`src/rtl/dca_matrix_lsu_pkg.sv`:
```
// rtl/dca_matrix_lsu_pkg.sv - shared LSU instruction layout, op encodings, row widths and engine states
package dca_matrix_lsu_pkg;

   localparam int   BW_STRIDE    = 16;
   localparam int   BW_NUM_ROWS  = 8;
   localparam int   INST_OP_LSB   = 0;
   localparam int   INST_ADDR_LSB = 1;
   localparam logic OP_LOAD  = 1'b0;
   localparam logic OP_STORE = 1'b1;

   // Layout from bit 0 upward: op, addr, stride, num_rows.
   function automatic int inst_stride_lsb(input int bw_addr);
      return INST_ADDR_LSB + bw_addr;
   endfunction

   function automatic int inst_rows_lsb(input int bw_addr);
      return INST_ADDR_LSB + bw_addr + BW_STRIDE;
   endfunction

   function automatic int bw_inst(input int bw_addr);
      return INST_ADDR_LSB + bw_addr + BW_STRIDE + BW_NUM_ROWS;
   endfunction

   function automatic int bw_scalar(input int tensor_para);
      case (tensor_para)
         1:       return 32;
         2:       return 8;
         default: return 16;
      endcase
   endfunction

   function automatic int bw_tensor_row(input int matrix_size, input int tensor_para);
      return matrix_size * bw_scalar(tensor_para);
   endfunction

   typedef enum logic [2:0] {
      STATE_IDLE     = 3'd0,
      STATE_LD_ISSUE = 3'd1,
      STATE_LD_DRAIN = 3'd2,
      STATE_ST_XFER  = 3'd3,
      STATE_ST_DRAIN = 3'd4
   } lsu_state_e;

endpackage

```
`src/rtl/dca_matrix_lsu_row_buffer.sv`:
```
// rtl/dca_matrix_lsu_row_buffer.sv - two-entry FIFO holding load rows between memory and the matrix side
module dca_matrix_lsu_row_buffer #(
   parameter int BW_DATA = 128
) (
   input  logic               clk,
   input  logic               rstnn,
   input  logic               i_flush,
   input  logic               i_push,
   input  logic [BW_DATA-1:0] i_push_data,
   input  logic               i_pop,
   output logic               o_head_valid,
   output logic [BW_DATA-1:0] o_head_data,
   output logic [1:0]         o_occupancy
);

   logic [BW_DATA-1:0] r_data [2];
   logic               r_wptr;
   logic               r_rptr;
   logic [1:0]         r_count;

   // Flush wins over a same-cycle push so discarded read data never lands.
   always_ff @(posedge clk or negedge rstnn) begin
      if (!rstnn) begin
         for (int i = 0; i < 2; i++) r_data[i] <= '0;
         r_wptr  <= 1'b0;
         r_rptr  <= 1'b0;
         r_count <= 2'd0;
      end else if (i_flush) begin
         r_wptr  <= 1'b0;
         r_rptr  <= 1'b0;
         r_count <= 2'd0;
      end else begin
         if (i_push) begin
            r_data[r_wptr] <= i_push_data;
            r_wptr         <= ~r_wptr;
         end
         if (i_pop) r_rptr <= ~r_rptr;
         r_count <= r_count + {1'b0, i_push} - {1'b0, i_pop};
      end
   end

   assign o_head_valid = (r_count != 2'd0);
   assign o_head_data  = r_data[r_rptr];
   assign o_occupancy  = r_count;

endmodule

```
`src/rtl/dca_matrix_lsu_row_engine.sv`:
```
// rtl/dca_matrix_lsu_row_engine.sv - LSU row engine moving tensor rows between memory and the matrix unit
// Optional: DCA_MATRIX_LSU_ROW_ENGINE_STRIDE_EN uses the instruction stride instead of dense row spacing.
module dca_matrix_lsu_row_engine
   import dca_matrix_lsu_pkg::*;
#(
   parameter int  MATRIX_SIZE_PARA = 8,
   parameter int  TENSOR_PARA      = 0,
   parameter int  BW_ADDR          = 32,
   localparam int BW_TENSOR_ROW          = bw_tensor_row(MATRIX_SIZE_PARA, TENSOR_PARA),
   localparam int BW_DCA_MATRIX_LSU_INST = bw_inst(BW_ADDR)
) (
   input  logic                              clk,
   input  logic                              rstnn,
   input  logic                              clear,
   input  logic                              enable,
   output logic                              busy,
   output logic                              done,
   input  logic                              inst_valid,
   output logic                              inst_ready,
   input  logic [BW_DCA_MATRIX_LSU_INST-1:0] inst,
   input  logic                              load_tensor_row_wready,
   output logic                              load_tensor_row_wvalid,
   output logic                              load_tensor_row_wlast,
   output logic [BW_TENSOR_ROW-1:0]          load_tensor_row_wdata,
   output logic                              store_tensor_row_rvalid,
   input  logic                              store_tensor_row_rready,
   output logic                              store_tensor_row_rlast,
   input  logic [BW_TENSOR_ROW-1:0]          store_tensor_row_rdata,
   output logic                              mem_req,
   output logic                              mem_we,
   output logic [BW_ADDR-1:0]                mem_addr,
   output logic [BW_TENSOR_ROW-1:0]          mem_wdata,
   input  logic                              mem_ready,
   input  logic [BW_TENSOR_ROW-1:0]          mem_rdata
);

   localparam int                 STRIDE_LSB = inst_stride_lsb(BW_ADDR);
   localparam int                 ROWS_LSB   = inst_rows_lsb(BW_ADDR);
   localparam logic [BW_ADDR-1:0] STEP_DENSE = BW_ADDR'(BW_TENSOR_ROW / 8);

   lsu_state_e               r_state, w_state_next;
   logic [BW_ADDR-1:0]       r_addr, r_step, w_step;
   logic [BW_NUM_ROWS-1:0]   r_rows, r_req_cnt, r_out_cnt;
   logic                     r_inflight, r_zero_done, r_wb_valid;
   logic [BW_TENSOR_ROW-1:0] r_wb_data;

   logic                     w_inst_op;
   logic [BW_ADDR-1:0]       w_inst_addr;
   logic [BW_STRIDE-1:0]     w_inst_stride;
   logic [BW_NUM_ROWS-1:0]   w_inst_rows;
   logic w_hs, w_is_load, w_is_store, w_ld_req, w_st_req, w_rd_acc, w_wr_acc, w_pop, w_cap;
   logic                     w_head_valid;
   logic [1:0]               w_occ;

   assign w_inst_op     = inst[INST_OP_LSB];
   assign w_inst_addr   = inst[INST_ADDR_LSB +: BW_ADDR];
   assign w_inst_stride = inst[STRIDE_LSB +: BW_STRIDE];
   assign w_inst_rows   = inst[ROWS_LSB +: BW_NUM_ROWS];

`ifdef DCA_MATRIX_LSU_ROW_ENGINE_STRIDE_EN
   assign w_step = BW_ADDR'(w_inst_stride);
`else
   logic w_unused_stride;
   assign w_unused_stride = ^w_inst_stride;
   assign w_step          = STEP_DENSE;
`endif

   assign inst_ready = (r_state == STATE_IDLE) & enable;
   assign busy       = (r_state != STATE_IDLE);
   assign w_hs       = inst_valid & inst_ready;
   assign w_is_load  = (r_state == STATE_LD_ISSUE) | (r_state == STATE_LD_DRAIN);
   assign w_is_store = (r_state == STATE_ST_XFER)  | (r_state == STATE_ST_DRAIN);

   // Reads are throttled so every accepted read already owns a row-buffer slot.
   assign w_ld_req = (r_state == STATE_LD_ISSUE) & enable & ~clear
                   & ((w_occ + {1'b0, r_inflight}) < 2'd2);
   assign w_st_req = w_is_store & enable & ~clear & r_wb_valid;
   assign mem_req   = w_ld_req | w_st_req;
   assign mem_we    = w_st_req;
   assign mem_addr  = r_addr;
   assign mem_wdata = r_wb_data;
   assign w_rd_acc  = w_ld_req & mem_ready;
   assign w_wr_acc  = w_st_req & mem_ready;

   assign load_tensor_row_wvalid = w_is_load & enable & ~clear & w_head_valid;
   assign load_tensor_row_wlast  = load_tensor_row_wvalid & (r_out_cnt == r_rows - 8'd1);
   assign w_pop = load_tensor_row_wvalid & load_tensor_row_wready;

   // A write retiring this cycle frees the buffer for a back-to-back capture.
   assign store_tensor_row_rvalid = (r_state == STATE_ST_XFER) & enable & ~clear
                                  & (~r_wb_valid | w_wr_acc);
   assign store_tensor_row_rlast  = store_tensor_row_rvalid & (r_req_cnt == r_rows - 8'd1);
   assign w_cap = store_tensor_row_rvalid & store_tensor_row_rready;

   assign done = ~clear & (r_zero_done
                         | ((r_state == STATE_LD_DRAIN) & w_pop & load_tensor_row_wlast)
                         | ((r_state == STATE_ST_DRAIN) & w_wr_acc));

   always_comb begin
      w_state_next = r_state;
      case (r_state)
         STATE_IDLE:
            if (w_hs && (w_inst_rows != '0)) begin
               case (w_inst_op)
                  OP_LOAD:  w_state_next = STATE_LD_ISSUE;
                  OP_STORE: w_state_next = STATE_ST_XFER;
               endcase
            end
         STATE_LD_ISSUE: if (w_rd_acc && (r_req_cnt == r_rows - 8'd1)) w_state_next = STATE_LD_DRAIN;
         STATE_LD_DRAIN: if (w_pop && load_tensor_row_wlast) w_state_next = STATE_IDLE;
         STATE_ST_XFER:  if (w_cap && store_tensor_row_rlast) w_state_next = STATE_ST_DRAIN;
         STATE_ST_DRAIN: if (w_wr_acc) w_state_next = STATE_IDLE;
         default:        w_state_next = STATE_IDLE;
      endcase
      if (clear) w_state_next = STATE_IDLE;
   end

   always_ff @(posedge clk or negedge rstnn) begin
      if (!rstnn) begin
         r_state     <= STATE_IDLE;
         r_addr      <= '0;
         r_step      <= '0;
         r_rows      <= '0;
         r_req_cnt   <= '0;
         r_out_cnt   <= '0;
         r_inflight  <= 1'b0;
         r_zero_done <= 1'b0;
         r_wb_valid  <= 1'b0;
         r_wb_data   <= '0;
      end else begin
         r_state <= w_state_next;
         if (clear) begin
            r_req_cnt   <= '0;
            r_out_cnt   <= '0;
            r_inflight  <= 1'b0;
            r_zero_done <= 1'b0;
            r_wb_valid  <= 1'b0;
         end else begin
            r_zero_done <= w_hs & (w_inst_rows == '0);
            r_inflight  <= w_rd_acc;
            if (w_hs) begin
               r_addr    <= w_inst_addr;
               r_step    <= w_step;
               r_rows    <= w_inst_rows;
               r_req_cnt <= '0;
               r_out_cnt <= '0;
            end else begin
               if (w_rd_acc | w_wr_acc) r_addr <= r_addr + r_step;
               if (w_rd_acc | w_cap) r_req_cnt <= r_req_cnt + 8'd1;
               if (w_pop) r_out_cnt <= r_out_cnt + 8'd1;
            end
            if (w_cap) begin
               r_wb_valid <= 1'b1;
               r_wb_data  <= store_tensor_row_rdata;
            end else if (w_wr_acc) begin
               r_wb_valid <= 1'b0;
            end
         end
      end
   end

   dca_matrix_lsu_row_buffer #(
      .BW_DATA(BW_TENSOR_ROW)
   ) u_row_buffer (
      .clk         (clk),
      .rstnn       (rstnn),
      .i_flush     (clear),
      .i_push      (r_inflight),
      .i_push_data (mem_rdata),
      .i_pop       (w_pop),
      .o_head_valid(w_head_valid),
      .o_head_data (load_tensor_row_wdata),
      .o_occupancy (w_occ)
   );

endmodule

```
`config.mk`:
```
export PLATFORM = sky130hd
export DESIGN_NAME = dca_matrix_lsu_row_engine
export DESIGN_NICKNAME = d
export VERILOG_FILES = /design/src/rtl/dca_matrix_lsu_pkg.sv /design/src/rtl/dca_matrix_lsu_row_buffer.sv /design/src/rtl/dca_matrix_lsu_row_engine.sv
export SDC_FILE = /design/constraint.sdc
export NUM_CORES = 1
export LEC_CHECK = 0
export ABC_AREA = 0
export BUFFER_PORTS_ARGS = -buffer_cell sky130_fd_sc_hd__clkbuf_2
export CAP_MARGIN = 20
export CORE_AREA = 3 3 239 241
export CTS_BUF_LIST = sky130_fd_sc_hd__clkbuf_2 sky130_fd_sc_hd__clkbuf_4 sky130_fd_sc_hd__clkbuf_8
export CTS_CLUSTER_SIZE = 30
export DETAILED_ROUTE_END_ITERATION = 6
export DIE_AREA = 0 0 242 244
export HOLD_SLACK_MARGIN = 0.03
export PLACE_DENSITY = 0.6
export SYNTH_ARGS = -nofsm -noshare
export SYNTH_HDL_FRONTEND = slang
export SYNTH_SLANG_ARGS = --single-unit
```
`constraint.sdc`:
```
create_clock -name clk -period 2.8 [get_ports clk]
set_clock_uncertainty 0.1 [all_clocks]
set_input_delay 0.28 -clock clk [delete_from_list [all_inputs] [get_ports clk]]
set_output_delay 0.28 -clock clk [all_outputs]
set_load 0.01 [all_outputs]
```
==> impl_metrics.tcl, run 1 <==
set metrics [dict create \
    synth_seq_cells 451 \
    clk_latency_ns 0.65 \
    p_comb_frac 0.331 \
    clockBufferDepth 3 \
    p_switching_mw 8.138 \
    clkPwrFrac 0.273 \
    grt_max_degree 107 \
    grt_pass1_wl_um 97030 \
    relSlewSlack 0.4652 \
    hold_violations 0 \
    stdcell_area_um2 28760 \
    synth_async_sr_flop_share 1.000 \
    worstPathCellList "inv_1 -> ha_1 -> or3b_4 -> nor3_4 -> xnor2_1 -> o221ai_2 -> nand4bb_1 -> or3_1 -> a21oi_2 -> clkbuf_2" \
    p_leak_nw 14.47 \
    slowest_delay_ns 0.41 \
    swShare 0.3310 \
    synth_cells 1426 \
    synth_flop_cell "dfrtp_1" \
    die_x_um 242 \
    pin_count 618 \
    slew_viol_final 0 \
    dp_cells 2744 \
    numCtsBuffers 82 \
    antenna_found_initial 4 \
    rsz0062_at_grt "yes" \
    layout_common_cells "clkbuf_2 (599), mux2_2 (513), dfrtp_1 (449)" \
    routed_via_density 4.827 \
    track_usage 0.2075 \
    cp_slowest_cell "or3b_4" \
    synth_edf_count 0 \
    die_h_um 244 \
    die_area_um2 59050 \
    seq_area_um2 11290 \
    tightest_slew_ns 0.8022 \
    holdCritPathClass "in -> reg" \
    first_iter_violations 501 \
    synth_nets 1754 \
    critPathLaunchType "flip-flop" \
    clk_pin_slew_worst_paths_ns 0.06 \
    intPower_mw 16.45 \
    synth.avg_cell_area_um2 13.80 \
    start_util 0.3572 \
    utilization 0.5221 \
    place_congestion 0.8699 \
    portBuffers 601 \
    first_global_vias 17131 \
    drcViolationCount 0 \
    yosys_warnings 0 \
    dpl_cell_area_um2 23860 \
    cts_max_level 3 \
    layout-drive-gt1-share 0.5462 \
    final_common_cell "clkbuf_2" \
    end_kind "output port" \
    synthDistinctLibCells 65 \
    clock.fmax_mhz 289.4 \
    fin_crit_sh 1.234 \
    via_count 15428 \
    power.density_nw_per_um2 854.8 \
    grt-ovfl-total 0 \
    synthToLayoutAreaGrowth_pct 46.18 \
    cts_tree "built" \
    wire_per_inst_um 19.36 \
    seq_power_share 0.396 \
    fillers 4688 \
    firstDrtPassIters 6 \
    violations "setup timing" \
    dp_hpwl_um 43330 \
    total_power_mw 24.59 \
    arrival_ns 3.07 \
    cts.root.buffer_cell "clkbuf_8" \
    min_period_ns 3.455 \
    worstSetupPathType "reg -> out" \
    stdcell_count 3196 \
    core_um2 55090 \
    outcome "complete, but fails checks" \
    antenna_left 0 \
    wirelength_um 61870 \
    setup_violations 3 \
    irDropWorstVdd_mv 0.5745 \
    crit_required_ns 2.42 \
    worstPathMaxFanout 3 \
    fin_ws_ns -0.6549 \
    synth_area_um2 19680 \
    nNetsFinal 2715 \
    yosysSeqAreaShare 0.5735 \
    multi_input_area_um2 8051 \
    cap_violations 0 \
    clock-sinks 451 \
    row_count 86 \
]
-- path summary, 6_finish.rpt --
| check | endpoint | cells after the start | from | slack, ns |
|---|---|---|---|---|
| max | done | 10 | r_rows[0]$_DFFE_PN0P_ | -0.65 |
| min | u_row_buffer.r_rptr$_DFFE_PN0P_ | 5 | load_tensor_row_wready | 0.11 |
| max reg2reg | r_state[1]$_DFFE_PN0P_ | 11 | r_rows[0]$_DFFE_PN0P_ | 0.05 |
| min reg2reg | r_step[4]$_DFFE_PN0P_ | 1 | r_step[4]$_DFFE_PN0P_ | 0.37 |
| max in group asynchronous | u_row_buffer.r_data[95]$_DFFE_PN0P_ | 5 | rstnn | 0.86 |
| min in group asynchronous | u_row_buffer.r_data[223]$_DFFE_PN0P_ | 3 | rstnn | 0.59 |
-- final cells by class --
type,instances,area share
Antenna cell,4,0.0003480
Timing Repair Buffer,958,0.2311
Tap cell,748,0.03254
Clock buffer,117,0.05272
Clock inverter,24,0.008874
Sequential cell,451,0.3925
Inverter,15,0.001957
Multi-Input combinational cell,879,0.2799
-- flip-flops by register name (all words and copies together), names as in the netlist, 2 cells and up --
register	cells
mem_wdata	128
r_rows	8
r_req_cnt	8
mem_addr	32
r_state	3
u_row_buffer.o_occupancy	2
r_out_cnt	8
u_row_buffer.r_data	256
-- cell families (layout without fill, tap and decap cells) --
| kind of cell | count (synthesis) | after routing | share of synthesized area |
|---|---|---|---|
| multiplexers | 515 | 515 | 0.2947 |
| flip-flops | 451 | 451 | 0.5735 |
| AND/OR/NAND/NOR | 212 | 212 | 0.05462 |
| AO/OA/AOI/OAI | 110 | 110 | 0.03446 |
| buffers and inverters | 96 | 1114 | 0.02060 |
| XOR/XNOR | 35 | 35 | 0.01768 |
| adder cells (fa/ha/maj) | 7 | 7 | 0.004451 |
| other | 0 | 4 | 0 |
-- critical path, delay by kind of cell, from the launching register on --
kind / cells / cell delay (ns)
flip-flops: 1 / 0.38
buffers and inverters: 2 / 0.23
AND/OR/NAND/NOR: 4 / 1.15
adder cells (fa/ha/maj): 1 / 0.17
XOR/XNOR: 1 / 0.19
AO/OA/AOI/OAI: 2 / 0.31
-- power groups by stage --
stage | registers (mW) | logic [mW] | clock network (mW)
floorplan | 9.92 | 3.97 | 0
global placement | 9.66 | 7.65 | 0
detailed placement | 9.78 | 7.75 | 0
CTS | 9.70 | 8.15 | 6.97
global route | 9.98 | 8.82 | 7.24
finish | 9.74 | 8.13 | 6.72
-- synthesized netlist by cell type (all sizes together) (10+ instances only) --
| cell | n | share of area |
|---|---|---|
| buf | 28 | 0.0076 |
| nor3 | 14 | 0.0041 |
| clkbuf | 53 | 0.010 |
| dfrtp | 451 | 0.57 |
| nand3 | 18 | 0.0046 |
| o22ai | 12 | 0.0038 |
| inv | 15 | 0.0029 |
| nand2 | 67 | 0.013 |
| nand4 | 16 | 0.0051 |
| xnor2 | 22 | 0.0098 |
| mux2 | 514 | 0.29 |
| xor2 | 10 | 0.0045 |
| a21oi | 43 | 0.012 |
| o21ai | 27 | 0.0071 |
| nor2 | 49 | 0.0093 |
-- timing repair --
action | in CTS | in global routing
hold buffers | 305 | 0
hold endpoints to repair | 843 | 0
endpoints found under the setup margin | 3 | 5
resized for setup | 4 | 7
pin swaps | 3 | 4
buffers inserted | 0 | 1
-- stage by stage --
step | setup slack (ns) | hold WS [ns] | setup TNS [ns]
global placement | -0.01799 | 0.1607 | -0.01799
CTS | -0.7295 | 0.04267 | -1.675
finish | -0.6549 | 0.1122 | -1.510
floorplan | 0.09884 | -0.1156 | 0
global route | -0.8039 | 0.1107 | -2.008
detailed placement | -0.07368 | 0.1696 | -0.1020
-- routing by layer --
metal  routed length, um  vias up  global-route usage
li1                    -     7007                   -
met4                2085        0             0.08345
met2               31590      558              0.3691
met1               23290     7738              0.2305
met3                4898      125             0.06590
met5                   0        -                   0
Power figures use the tool's default switching activity.
==> run 2, diff against run 1 <==
--- a/config.mk
+++ b/config.mk
@@ -5,16 +5,17 @@
 export SDC_FILE = /design/constraint.sdc
 export NUM_CORES = 1
 export LEC_CHECK = 0
-export ABC_AREA = 0
+export ABC_AREA = 1
 export BUFFER_PORTS_ARGS = -buffer_cell sky130_fd_sc_hd__clkbuf_2
 export CAP_MARGIN = 20
-export CORE_AREA = 3 3 239 241
+export CORE_AREA = 3 3 236 238
 export CTS_BUF_LIST = sky130_fd_sc_hd__clkbuf_2 sky130_fd_sc_hd__clkbuf_4 sky130_fd_sc_hd__clkbuf_8
 export CTS_CLUSTER_SIZE = 30
 export DETAILED_ROUTE_END_ITERATION = 6
-export DIE_AREA = 0 0 242 244
+export DIE_AREA = 0 0 239 241
 export HOLD_SLACK_MARGIN = 0.03
-export PLACE_DENSITY = 0.6
+export PLACE_DENSITY = 0.62
+export REMOVE_ABC_BUFFERS = 1
 export SYNTH_ARGS = -nofsm -noshare
 export SYNTH_HDL_FRONTEND = slang
 export SYNTH_SLANG_ARGS = --single-unit
==> impl_metrics.tcl, run 2 <==
set metrics [dict create \
    drcViolationCount 0 \
    regMostFlops "u_row_buffer.r_data" \
    power.density_nw_per_um2 782.2 \
    critPathLaunchType "flip-flop" \
    rsz0062_at_grt "yes" \
    dp_slack_ns 0.3175 \
    cts_max_level 3 \
    via_count 19119 \
    end_kind "output port" \
    irDropWorstVdd_mv 0.4641 \
    antenna_left 0 \
    numCtsBuffers 83 \
    tightest_slew_ns 0.8126 \
    clockBufferDepth 3 \
    final_common_cell "nand2_1" \
    yosys_warnings 0 \
    core_um2 53810 \
    setup_violations 2 \
    p_leak_nw 15.84 \
    fin_crit_sh 1.019 \
    cts_tree "built" \
    crit_buf_inv 2 \
    worstSetupPathType "reg -> out" \
    fillers 4729 \
    reg2reg_depth 12 \
    first_iter_violations 1370 \
    synth_top_area_share 0.5558 \
    synth.most_common_cell "nand2_1" \
    grt_pass1_wl_um 104200 \
    firstDrtPassIters 6 \
    min_period_ns 2.852 \
    track_usage 0.2294 \
    cap_violations 0 \
    row_count 85 \
    pin_count 618 \
    worstPathCellList "inv_2 -> ha_4 -> xnor2_1 -> nor2_1 -> nand2_2 -> nor2_2 -> nand3_1 -> nor2_1 -> nand3_1 -> nor2_1 -> o21ai_1 -> o21ai_1 -> buf_2" \
    synth_cells 2245 \
    synth_flop_cell "dfrtp_1" \
    hold_ws_ns 0.07791 \
    slew_viol_final 0 \
    slowest_delay_ns 0.39 \
    place_congestion 0.9037 \
    wire_per_inst_um 17.47 \
    r2r_start "r_state[0]$_DFFE_PN0P_" \
    violations "setup timing" \
    stdcell_area_um2 29230 \
    clk_pin_slew_worst_paths_ns 0.06 \
    synth_async_sr_flop_share 1.000 \
    reg2reg_to "r_req_cnt[7]$_DFFE_PN0P_" \
    arrival_ns 2.47 \
    die_h_um 241 \
    synthDistinctLibCells 39 \
    first_global_vias 19232 \
    layout_common_cells "nand2_1 (788), clkbuf_2 (598), dfrtp_1 (449)" \
    worstPathMaxFanout 3 \
    path_delay_family "simple AND/OR/NAND/NOR gates" \
    r2r_slack_ns 0.30 \
    clock-sinks 451 \
    antenna_found_initial 6 \
    portBuffers 601 \
    routed_via_density 4.846 \
    relSlewSlack 0.4583 \
    layout-drive-gt1-share 0.3027 \
    nNetsFinal 3508 \
    multi_input_area_um2 7826 \
    yosysTopAreaCell "dfrtp_1" \
    hold_violations 0 \
    cpMostUsedCell "nor2_1" \
    synth_edf_count 0 \
    synth_area_um2 20310 \
    dpl_cell_area_um2 24210 \
    crit_required_ns 2.42 \
    wirelength_um 68920 \
    synth.area.top_cells "dfrtp_1 (56%), nand2_1 (15%), o21ai_0 (7.0%)" \
    largest_register_ffs 256 \
    total_power_mw 22.86 \
    clock.fmax_mhz 350.6 \
    seq_area_um2 11290 \
    clk_latency_ns 0.65 \
    die_area_um2 57600 \
    yosysSeqAreaShare 0.5558 \
    grt_max_degree 129 \
    synth_seq_cells 451 \
    cts.root.buffer_cell "clkbuf_8" \
    cp_slowest_cell "dfrtp_1" \
    synthToLayoutAreaGrowth_pct 43.95 \
    outcome "complete, but fails checks" \
    synth_commonest_cells "nand2_1 (792), dfrtp_1 (451), o21ai_0 (286)" \
    fin_ws_ns -0.05201 \
    synth.avg_cell_area_um2 9.045 \
    holdCritPathClass "in -> async" \
    start_util 0.3773 \
    utilization 0.5432 \
    dp_hpwl_um 45990 \
    die_x_um 239 \
    grt-ovfl-total 0 \
]
==> run 2: changes by cell type after synthesis, moves of 11 or more <==
cell	previous run	this run
a21oi_1	42	23
buf_2	18	7
clkbuf_1	53	78
inv_1	15	185
inv_2	0	13
mux2_2	513	39
mux2_4	0	89
nand2_1	66	792
nand3_1	18	48
nor2_1	49	71
o21ai_0	24	286
o21ai_1	2	26
xnor2_1	22	5
==> run 2: how the worst max path moves through the flow <==
stage	startpoint	endpoint	slack (ns)	cells past startpoint
after floorplan	u_row_buffer.r_wptr$_DFFE_PN0P_	u_row_buffer.r_data[128]$_DFFE_PN0P_	-2.55	2
after global placement	clear	r_req_cnt[7]$_DFFE_PN0P_	0.35	9
after detailed placement	clear	r_req_cnt[7]$_DFFE_PN0P_	0.32	9
after CTS	r_rows[1]$_DFFE_PN0P_	done	-0.14	13
after global routing	r_rows[1]$_DFFE_PN0P_	done	-0.28	15
final	r_rows[1]$_DFFE_PN0P_	done	-0.05	13
==> run 2: repair_timing <==
| item | 4_1_cts | 5_1_grt |
|---|---|---|
| setup endpoints to repair | 3 | 3 |
| endpoints found under the hold margin | 819 | 0 |
| cloned | 0 | 0 |
| gates resized for setup | 6 | 14 |
| setup buffers | 3 | 2 |
| hold buffers | 308 | 0 |
| pin swaps | 3 | 8 |
==> run 2: cells by family (layout without fill, tap and decap cells) <==
| kind of cell | after synthesis | in the layout | share of synthesized area |
|---|---|---|---|
| simple gates | 967 | 967 | 0.1897 |
| flops | 451 | 451 | 0.5558 |
| compound gates | 357 | 357 | 0.09002 |
| buf+inv | 311 | 1310 | 0.06236 |
| mux | 128 | 128 | 0.08744 |
| xor+xnor | 24 | 24 | 0.01035 |
| fa+ha+maj | 7 | 7 | 0.004313 |
| other cells | 0 | 5 | 0 |
==> run 2: final cells by class <==
cell class              count  share of cell area
repair buffers            962              0.2275
clock buffers             129             0.05539
diodes                      5           0.0004281
well taps                 696             0.02979
flip-flops and latches    451              0.3863
clock inverters            20            0.007234
multi-input cells        1483              0.2678
inverters                 199             0.02564
==> run 2: metrics by stage <==
| step | TNS [ns] | std cells |
|---|---|---|
| 3_5_place_dp | 0 | 3478 |
| 5_1_grt | -0.7212 | 3944 |
| 6_report | -0.06070 | 3945 |
| 2_1_floorplan | -1210.92 | 2133 |
| 4_1_cts | -0.4042 | 3938 |
| 3_3_place_gp | 0 | 3478 |
==> run 2: where the power goes <==
part,total [mW],leakage [nW],switching [mW],internal [mW]
sequential,9.07,6.03,1.09,7.98
combinational,6.95,8.84,3.89,3.06
clock,6.85,0.967,2.87,3.98
total,22.9,15.8,7.84,15.0
==> run 2: routing by layer <==
metal  wire length [um]  up-vias  GRT usage
met5                  0        -          0
met1              27810     9120     0.2862
li1                   -     9038          -
met4               3674        0     0.1253
met2              32830      747     0.3685
met3               4605      214    0.05714
==> run 2: worst register-to-register path: stages, from the launching register on <==
cell     delay, ns
dfrtp_1       0.43
inv_1         0.10
nand3_1       0.12
nand2_1       0.09
nand3_2       0.07
inv_2         0.07
nand2_2       0.10
nand2_2       0.11
nand3_4       0.34
buf_12        0.35
nand2_1       0.18
inv_1         0.08
o211a_1       0.22
==> run 3, diff against run 2 <==
--- a/config.mk
+++ b/config.mk
@@ -9,13 +9,11 @@
 export BUFFER_PORTS_ARGS = -buffer_cell sky130_fd_sc_hd__clkbuf_2
 export CAP_MARGIN = 20
 export CORE_AREA = 3 3 236 238
-export CTS_BUF_LIST = sky130_fd_sc_hd__clkbuf_2 sky130_fd_sc_hd__clkbuf_4 sky130_fd_sc_hd__clkbuf_8
 export CTS_CLUSTER_SIZE = 30
 export DETAILED_ROUTE_END_ITERATION = 6
 export DIE_AREA = 0 0 239 241
 export HOLD_SLACK_MARGIN = 0.03
-export PLACE_DENSITY = 0.62
-export REMOVE_ABC_BUFFERS = 1
+export PLACE_DENSITY = 0.69
 export SYNTH_ARGS = -nofsm -noshare
 export SYNTH_HDL_FRONTEND = slang
 export SYNTH_SLANG_ARGS = --single-unit
==> impl_metrics.tcl, run 3 (synthesis gave the netlist of run 2 again) <==
set metrics [dict create \
    worstPathMaxFanout 4 \
    row_count 85 \
    antenna_found_initial 5 \
    wirelength_um 64330 \
    arrival_ns 2.38 \
    cts.root.buffer_cell "clkbuf_16" \
    portBuffers 601 \
    cts_max_level 2 \
    rsz0062_at_grt "yes" \
    via_count 18648 \
    drcViolationCount 0 \
    end_kind "output port" \
    start_util 0.3773 \
    path_delay_family "simple AND/OR/NAND/NOR gates" \
    clockBufferDepth 3 \
    pin_count 618 \
    cpMostUsedCell "nand2_1" \
    clk_pin_slew_worst_paths_ns 0.05 \
    crit_buf_inv 2 \
    synthToLayoutAreaGrowth_pct 43.02 \
    cp_slowest_cell "dfrtp_2" \
    p_comb_frac 0.303 \
    nNetsFinal 3461 \
    stdcell_count 3868 \
    tightest_slew_ns 0.7727 \
    intPower_mw 15.06 \
    layout_common_cells "nand2_1 (788), clkbuf_2 (597), dfrtp_1 (448)" \
    worstSetupPathType "reg -> out" \
    p_leak_nw 15.66 \
    multi_input_area_um2 7853 \
    die_area_um2 57600 \
    top_layer "met5" \
    r2r_start "mem_addr[4]$_DFFE_PN0P_" \
    track_usage 0.2161 \
    worstSetupStartpoint "r_rows[2]$_DFFE_PN0P_" \
    seq_area_um2 11290 \
    first_global_vias 19061 \
    routed_via_density 4.821 \
    fin_crit_sh 0.9873 \
    critPathLaunchType "flip-flop" \
    dp_hpwl_um 41190 \
    holdCritPathClass "in -> reg" \
    p_switching_mw 7.470 \
    wl_met1_um 25460 \
    final_common_cell "nand2_1" \
    swShare 0.3315 \
    utilization 0.5397 \
    cts_tree "built" \
    firstDrtPassIters 6 \
    min_period_ns 2.764 \
    setup_violations 0 \
    seq_power_share 0.401 \
    hold_violations 0 \
    clk_latency_ns 0.56 \
    dr_wl_met2_um 31270 \
    power.density_nw_per_um2 775.9 \
    grt-ovfl-total 0 \
    layout-drive-gt1-share 0.2863 \
    core_um2 53810 \
    synth_nets 2573 \
    die_x_um 239 \
    worstPathCellList "inv_4 -> nand2_1 -> nor2_2 -> nand2_1 -> nand2_1 -> nand2_1 -> nand2_1 -> nand3_1 -> nor2_2 -> nand3_2 -> nor2_1 -> o21ai_1 -> o21ai_1 -> buf_2" \
    fillers 4649 \
    hold_path.startpoint "clear" \
    slew_viol_final 0 \
    regMostFlops "u_row_buffer.r_data" \
    relSlewSlack 0.4848 \
    clock-sinks 451 \
    first_iter_violations 1207 \
    clock.fmax_mhz 361.7 \
    largest_register_ffs 256 \
    slowest_delay_ns 0.45 \
    dp_cells 3467 \
    cap_violations 0 \
    place_congestion 0.8750 \
    irDropWorstVdd_mv 0.7112 \
    hold_ws_ns 0.08811 \
    outcome "finished, final reports clean" \
    wl_met3_um 3987 \
    numCtsBuffers 50 \
    die_h_um 241 \
    grt_pass1_wl_um 100700 \
    crit_required_ns 2.42 \
    grt_max_degree 129 \
    antenna_left 0 \
    wire_per_inst_um 16.63 \
    clkPwrFrac 0.295 \
]
run 3: power groups by stage:
stage                     registers [mW]  clock network, mW  logic, mW
after floorplan                     9.23                  0       3.30
after global placement              8.98                  0       6.17
after detailed placement            9.05                  0       6.24
after CTS                           8.95               6.85       6.71
after global routing                9.20               7.12       7.57
final                               9.04               6.66       6.84
run 3: area by class of cell:
type	instances	area share
Antenna cell	4	0.0003447
Clock buffer	76	0.05127
Clock inverter	11	0.006075
Inverter	199	0.02589
Multi-Input combinational cell	1483	0.2704
Sequential cell	451	0.3888
Tap cell	696	0.02999
Timing Repair Buffer	948	0.2272
run 3: path summary, 6_finish.rpt:
kind	endpoint	slack, ns	cells past startpoint
worst max-delay path	done	0.04	14
worst min-delay path	r_state[2]$_DFFE_PN0P_	0.09	4
worst max register to register	mem_addr[28]$_DFFE_PN0P_	0.43	12
worst min register to register	u_row_buffer.r_data[14]$_DFFE_PN0P_	0.38	2
max in group asynchronous	u_row_buffer.r_data[160]$_DFFE_PN0P_	0.97	5
min in group asynchronous	u_row_buffer.r_data[197]$_DFFE_PN0P_	0.62	3
run 3: per-layer routing:
layer / global-route usage / vias up
li1: - / 8935
met1: 0.2579 / 8818
met2: 0.3631 / 686
met3: 0.04754 / 207
met4: 0.1235 / 2
met5: 0 / -
run 3: per-stage QoR:
step           worst slack, ns  TNS [ns]  power, mW  instance area [um^2]
4_1_cts               -0.02205  -0.02205      22.51                 28960
5_1_grt                -0.1720   -0.1720      23.89                 29040
3_5_place_dp            0.4048         0      15.29                 24190
6_report               0.03560         0      22.53                 29040
3_3_place_gp            0.4050         0      15.15                 24190
2_1_floorplan           0.7429         0      12.53                 20310
run 3: worst register-to-register path: cells and delay by family (launching register included):
family                     cells  cell delay (ns)
and+or+nand+nor                8             1.17
xor gates and xnor gates       1             0.16
DFF                            1             0.39
adders and majority gates      2             0.38
AOI/OAI and AO/OA              1             0.06
run 3: what timing repair did:
action | in CTS | in global routing
pin swaps | 5 | 8
endpoints found under the hold margin | 788 | 0
setup buffers | 3 | 2
resized for setup | 12 | 21
hold buffers | 305 | 0
endpoints found under the setup margin | 3 | 3
